`src/rtl/binary_logic_pkg.sv`:
```
// Shared constants and helpers for the BinaryLogic group of ALU helper blocks.
//   clog2()       : ceiling log2 of a positive integer (clog2(1) = 0)
//   DIR_LEFT/RIGHT: direction selectors for shift_stage
//   SHAMT_STAGES  : barrel stage count for the default 4-bit datapath
package binary_logic_pkg;

  function automatic int unsigned clog2(input int unsigned value);
    int unsigned result;
    int unsigned span;
    result = 0;
    span   = 1;
    while (span < value) begin
      span   = span << 1;
      result = result + 1;
    end
    return result;
  endfunction

  localparam int unsigned DIR_LEFT  = 0;
  localparam int unsigned DIR_RIGHT = 1;

  localparam int unsigned DEFAULT_WIDTH = 4;
  localparam int unsigned SHAMT_STAGES  = clog2(DEFAULT_WIDTH);

endpackage

```
`src/rtl/shift_stage.sv`:
```
// One mux stage of a logical barrel shifter.
//   en   : when high, shift din by DIST bits in direction DIR; otherwise pass through
//   din  : stage input
//   dout : stage output, vacated bits zero-filled
module shift_stage
  import binary_logic_pkg::*;
#(
  parameter int unsigned WIDTH = 4,
  parameter int unsigned DIST  = 1,
  parameter int unsigned DIR   = DIR_LEFT
) (
  input  logic             en,
  input  logic [WIDTH-1:0] din,
  output logic [WIDTH-1:0] dout
);

  logic [WIDTH-1:0] shifted;

  always_comb begin
    shifted = '0;
    if (DIR == DIR_LEFT) begin
      shifted = din << DIST;
    end else begin
      shifted = din >> DIST;
    end
  end

  assign dout = en ? shifted : din;

endmodule

```
`src/rtl/shifter.sv`:
```
// Registered logical barrel shifter; left and right results produced in parallel.
//   clk                : system clock, rising edge
//   rst                : synchronous active-high reset
//   in_valid           : qualifies a/b this cycle
//   a                  : operand
//   b                  : unsigned shift amount, all bits significant
//   out_valid          : results hold the shift of a valid input (one-cycle pulse per input)
//   left_shift_result  : a << b, zero fill
//   right_shift_result : a >> b, zero fill
module shifter
  import binary_logic_pkg::*;
#(
  parameter int unsigned WIDTH = 4
) (
  input  logic             clk,
  input  logic             rst,
  input  logic             in_valid,
  input  logic [WIDTH-1:0] a,
  input  logic [WIDTH-1:0] b,
  output logic             out_valid,
  output logic [WIDTH-1:0] left_shift_result,
  output logic [WIDTH-1:0] right_shift_result
);

  localparam int unsigned STAGES = clog2(WIDTH);

  // Index 0 is the raw operand; index STAGES is the fully shifted value.
  logic [WIDTH-1:0] left_chain  [STAGES+1];
  logic [WIDTH-1:0] right_chain [STAGES+1];
  logic             overflow;
  logic [WIDTH-1:0] left_d;
  logic [WIDTH-1:0] right_d;

  assign left_chain[0]  = a;
  assign right_chain[0] = a;

  for (genvar k = 0; k < STAGES; k++) begin : g_stage
    shift_stage #(
      .WIDTH(WIDTH),
      .DIST (2 ** k),
      .DIR  (DIR_LEFT)
    ) u_left (
      .en  (b[k]),
      .din (left_chain[k]),
      .dout(left_chain[k+1])
    );

    shift_stage #(
      .WIDTH(WIDTH),
      .DIST (2 ** k),
      .DIR  (DIR_RIGHT)
    ) u_right (
      .en  (b[k]),
      .din (right_chain[k]),
      .dout(right_chain[k+1])
    );
  end

  // Shift amounts with any bit at or above STAGES exceed WIDTH-1 and clear everything.
  // Amounts in [WIDTH, 2**STAGES) already shift every bit out inside the barrel.
  if (STAGES < WIDTH) begin : g_ovf
    assign overflow = |b[WIDTH-1:STAGES];
  end else begin : g_no_ovf
    assign overflow = 1'b0;
  end

  assign left_d  = overflow ? '0 : left_chain[STAGES];
  assign right_d = overflow ? '0 : right_chain[STAGES];

  always_ff @(posedge clk) begin
    if (rst) begin
      left_shift_result  <= '0;
      right_shift_result <= '0;
      out_valid          <= 1'b0;
    end else begin
      out_valid <= in_valid;
      // Results hold on idle cycles.
      if (in_valid) begin
        left_shift_result  <= left_d;
        right_shift_result <= right_d;
      end
    end
  end

endmodule

```
`config.mk`:
```
export PLATFORM = sky130hd
export DESIGN_NAME = shifter
export DESIGN_NICKNAME = d
export VERILOG_FILES = /design/src/rtl/binary_logic_pkg.sv /design/src/rtl/shift_stage.sv /design/src/rtl/shifter.sv
export SDC_FILE = /design/constraint.sdc
export NUM_CORES = 1
export LEC_CHECK = 0
export ABC_CLOCK_PERIOD_IN_PS = 1600
export CORE_AREA = 2 2 39 41
export DETAILED_ROUTE_END_ITERATION = 6
export DIE_AREA = 0 0 41 43
export PLACE_DENSITY = 0.66
export SLEW_MARGIN = 0
export SYNTH_ARGS = -nofsm -noshare
export SYNTH_HDL_FRONTEND = slang
export SYNTH_SLANG_ARGS = --single-unit
```
`constraint.sdc`:
```
create_clock -name clk -period 1.6 [get_ports clk]
set_input_delay 0.48 -clock clk [delete_from_list [all_inputs] [get_ports clk]]
set_output_delay 0.48 -clock clk [all_outputs]
set_load 0.05 [all_outputs]
```
* After elaboration in Yosys (flattened, before gate mapping)
Index checks and enable logic that the tools add are counted.
Storage, ports and cells: register bits 9, bits in latches 0, bits in writable memories 0, memory bits (read-only) 0, input port bits 11, output and inout port bits 9, word-level logic and storage cells 10, memories 0
Operators by class: add/sub/neg operators 0, multiply operators 0, divide/modulo/power cells 0, magnitude comparators 0, eq/ne operators 0, shift operators 0, mux-type cells 6, bitwise logic cells 0, reductions and logical operators 1
Operators by type and width (number):
- $mux 4 | 6
- $reduce_or 2->1 | 1

* Longest topological paths before layout
Gate-level depths: netlist of run 1.
word-level depth 3, gate-level depth with buffers 4, gate-level depth less buffers 3

* Hierarchy
From an unflattened synthesis of run 1, not the netlist that was laid out.
Second synthesis, totals: cells, all modules 52, area, all modules 546.8 um2
By module, submodules not included:
- shifter | times used 1, cells an instance 36, area each 381.6 um2, seq. area each 180.2 um2
- shift_stage (g_stage[0].u_left ...) | times used 2, cells an instance 4, area each 42.5 um2, seq. area each 0.0 um2
- shift_stage (g_stage[1].u_left ...) | times used 2, cells an instance 4, area each 40.0 um2, seq. area each 0.0 um2

* Least setup slack after synthesis of run 1
OpenSTA, ideal clock, no wires.
path type input to register, start in b[3], end reg left_shift_result[0], library setup time 70 ps, arrival time 1317 ps, required time 1530 ps, setup slack 212 ps, stages on the path 3, path buffers 0, path through or3b_4 > or3_1 > a21oi_1
Between the ends: longest elaborated chain between the ends 2
RTL lines:
- start, declared | line shifter.sv:19 | input logic [WIDTH-1:0] b,
- $reduce_or 2->1 | line shifter.sv:62 | assign overflow = |b[WIDTH-1:STAGES];
- $mux 4 | line shifter.sv:67 | assign left_d = overflow ? '0 : left_chain[STAGES];
- end signal, assigned | line shifter.sv:79 | left_shift_result <= left_d;
- end, declared | line shifter.sv:21 | output logic [WIDTH-1:0] left_shift_result,
No other way between the ends. A chain may end at the register's enable or synchronous reset.

* Worst setup path after layout of run 1
start in b[2], end reg left_shift_result[0]
The elaborated chain is that of the path after synthesis.

==> results.md, run 1 <==
- Max-cap violations: 0
- Largest area contributor in the netlist: dfxtp_1
- Post-layout min period: roughly 1.5 ns
- Slew headroom: about four fifths
- Skew final: 0 ns
- Post-synthesis cell count: between 50 and 60
- Layout cells sized above 1: around 22%
- Drt drc: 0
- Crit start category: input port
- Layout Utilization: about 56%
- Global Route Usage Sum: between 10% and 20%
- Avg WL per Cell: roughly 12 um
- Clock sink total: 9
- Final WL: 1.06 mm
- HP Class: flop to flop
- Die Ht: between 40 and 50 um
- CP Buf/Inv Count: 1
- ANT cells: 0
- Met2 routed WL: between 400 and 500 um
- CTS tree: done
- Post-DRT Antenna Nets: 0
- CP top delay family: simple AND/OR/NAND/NOR gates
- Global-route wire length before repair: ~1.6 mm
- Max Slew Vio Count: 0
- Die area: approximately 1800 um2
- Iteration-0 DRC Markers: 25
- Syn_nets: slightly above 60
- Final Total Pwr: 0.000526 W
- GR Overflow Total: 0
- H-tree depth: 1
- Vias per inst: about 5
- PD cells: about 680 nW/um2
- DR vias: 455
- Worst path slowest cell: or3b_4
- Chip width: between 40 and 50 um
- Worst Hold Slack: between 0.5 and 0.6 ns
- Worst Path Required: 1.80 ns
- Area growth from synthesis to layout: 76.6%
- Core area: 1380 um2
- Synth top area share: between 40% and 50%
- Clk slew on worst S/H paths: around 0.06 ns
- Syn_area_per_cell: 8.59 um2
- Seq cells post-synth: 9
- Final nets: 85
- Met3 wire len: 68 um
- Largest net degree at the start of global routing: 11
- Initial antenna violation count: 0
- Post-synthesis cell area: 438 um2
- Warnings from Yosys: 0
- I/O Pins: 20
- TritonCTS Buffers: 3
- Synth area leaders: dfxtp_1 41%, nand2b_1 11%, a21oi_1 9.1%
- Status: finished clean
- CTS max path bufs: 2
- Final Setup Violations: 0
- Critical path endpoint category: flop
- Final Hold Viols: 0
- Root buffer cell: clkbuf_4
- Final Non-Filler Cells: 89
- Lkg Pwr: 0.307 nW
- Top layer in use: met4
- Crit path arrival time: about 1.7 ns
- Maximum fanout along the worst path: 5
- GPL Wtd Cong: about 0.84
- Vias in the first global route: between 400 and 500
- Router iterations before antenna repair: 4
- Setup Crit Path Kind: input port to flop
- DP Cell Count: 85
- Crit-path max cell delay: 0.42 ns
- Metal-1 WL: between 400 and 500 um
- Critical Path, Cell by Cell: dlygate4sd2_1, or3b_4, or3_1, a21oi_1
- Commonest cells after routing, fill and taps aside: 9 x dfxtp_1, 9 x buf_12, 8 x a21oi_1, 8 x nand2b_1, 6 x clkdlybuf4s50_1
- Yosys cell types: 15
- RSZ-0062 raised after global routing: false
- Initial Utilization: a little under a third
- Rows: 14
- # port buffers: 19
- Detailed placement HPWL: between 800 and 900 um
- Worst slew pin tran: ~0.31 ns
- Insertion delay to the later sink of the worst-skew pair: 0.27 ns
- Period Utilization, post-route: 91.4%
- Seq/Total Area, Yosys: 41.1%
- Max Clk Rate: 684 MHz
- Max IR drop VDD: approximately 0.00036 V
## cell usage after synthesis
master / number
nor4b_1: 1
nand2b_1: 8
or3_1: 2
nor2_1: 4
or3b_4: 1
a21oi_1: 8
mux2_1: 2
nand3_1: 2
a221o_1: 2
and2b_1: 2
nor2b_1: 1
dfxtp_1: 9
a32o_1: 2
nand2_1: 4
clkbuf_1: 3
## final timing paths
path                            cells after the start  slack, ns                   from                     to
worst max-delay path                                4       0.14                   b[2]   left_shift_result[0]
worst min register to register                      2       0.51  right_shift_result[1]  right_shift_result[1]
worst min-delay path                                2       0.51  right_shift_result[1]  right_shift_result[1]
worst max register to register                      3       0.84  right_shift_result[2]  right_shift_result[2]
## power by group
| group | internal, W | switching [W] |
|---|---|---|
| registers | 0.000229 | 0.00000489 |
| logic | 0.0000587 | 0.0000527 |
| clock network | 0.0000964 | 0.0000836 |
## cell type report
class | count | area [um2]
fill | 123 | 611
timing repair buffer | 21 | 294
multi-input combinational | 39 | 253
sequential | 9 | 180
clock buffer | 4 | 26.3
tap | 16 | 20.0
## cell families after synthesis
group / Yosys count / share of synthesized area, %
buf+inv: 3 / 2.57
simple gates: 25 / 32.9
mux: 2 / 5.14
compound gates: 12 / 18.3
flops: 9 / 41.1
## per-layer routing
layer | vias to the layer above | track usage [%]
met5 | - | 0
met4 | 0 | 16.0
met3 | 5 | 1.57
met2 | 20 | 20.0
met1 | 205 | 17.6
li1 | 225 | -
## sequential cells by signal (all words and copies together) (netlist names)
name	cells
left_shift_result	4
out_valid	1
right_shift_result	4
## tightest hold or removal path, cell delays in order (launching register included)
cell and delay, ns:
dfxtp_1 0.33, nand2b_1 0.07, a21oi_1 0.06
## timing repair
item | 4_1_cts | 5_1_grt
setup endpoints to repair | 2 | 6
cloned | 0 | 0
resized for setup | 3 | 2
pin swaps | 3 | 0
hold buffers | 0 | 0
buffers inserted | 0 | 0
## metrics by stage
stage	setup slack [ns]	TNS (ns)	instance area [um2]
floorplan	0.212	0	438
global placement	-0.314	-1.70	742
detailed placement	-0.328	-1.74	742
CTS	0.0287	0	764
global route	0.0756	0	773
finish	0.137	0	773
Note: power is estimated with default switching activity, not from simulation.
==> inputs of run 2 (changes only) <==
Settings changed: TNS_END_PERCENT set to 100.
==> results of run 2 <==
No change in the layout: final DEF, timing and power equal those of run 1.
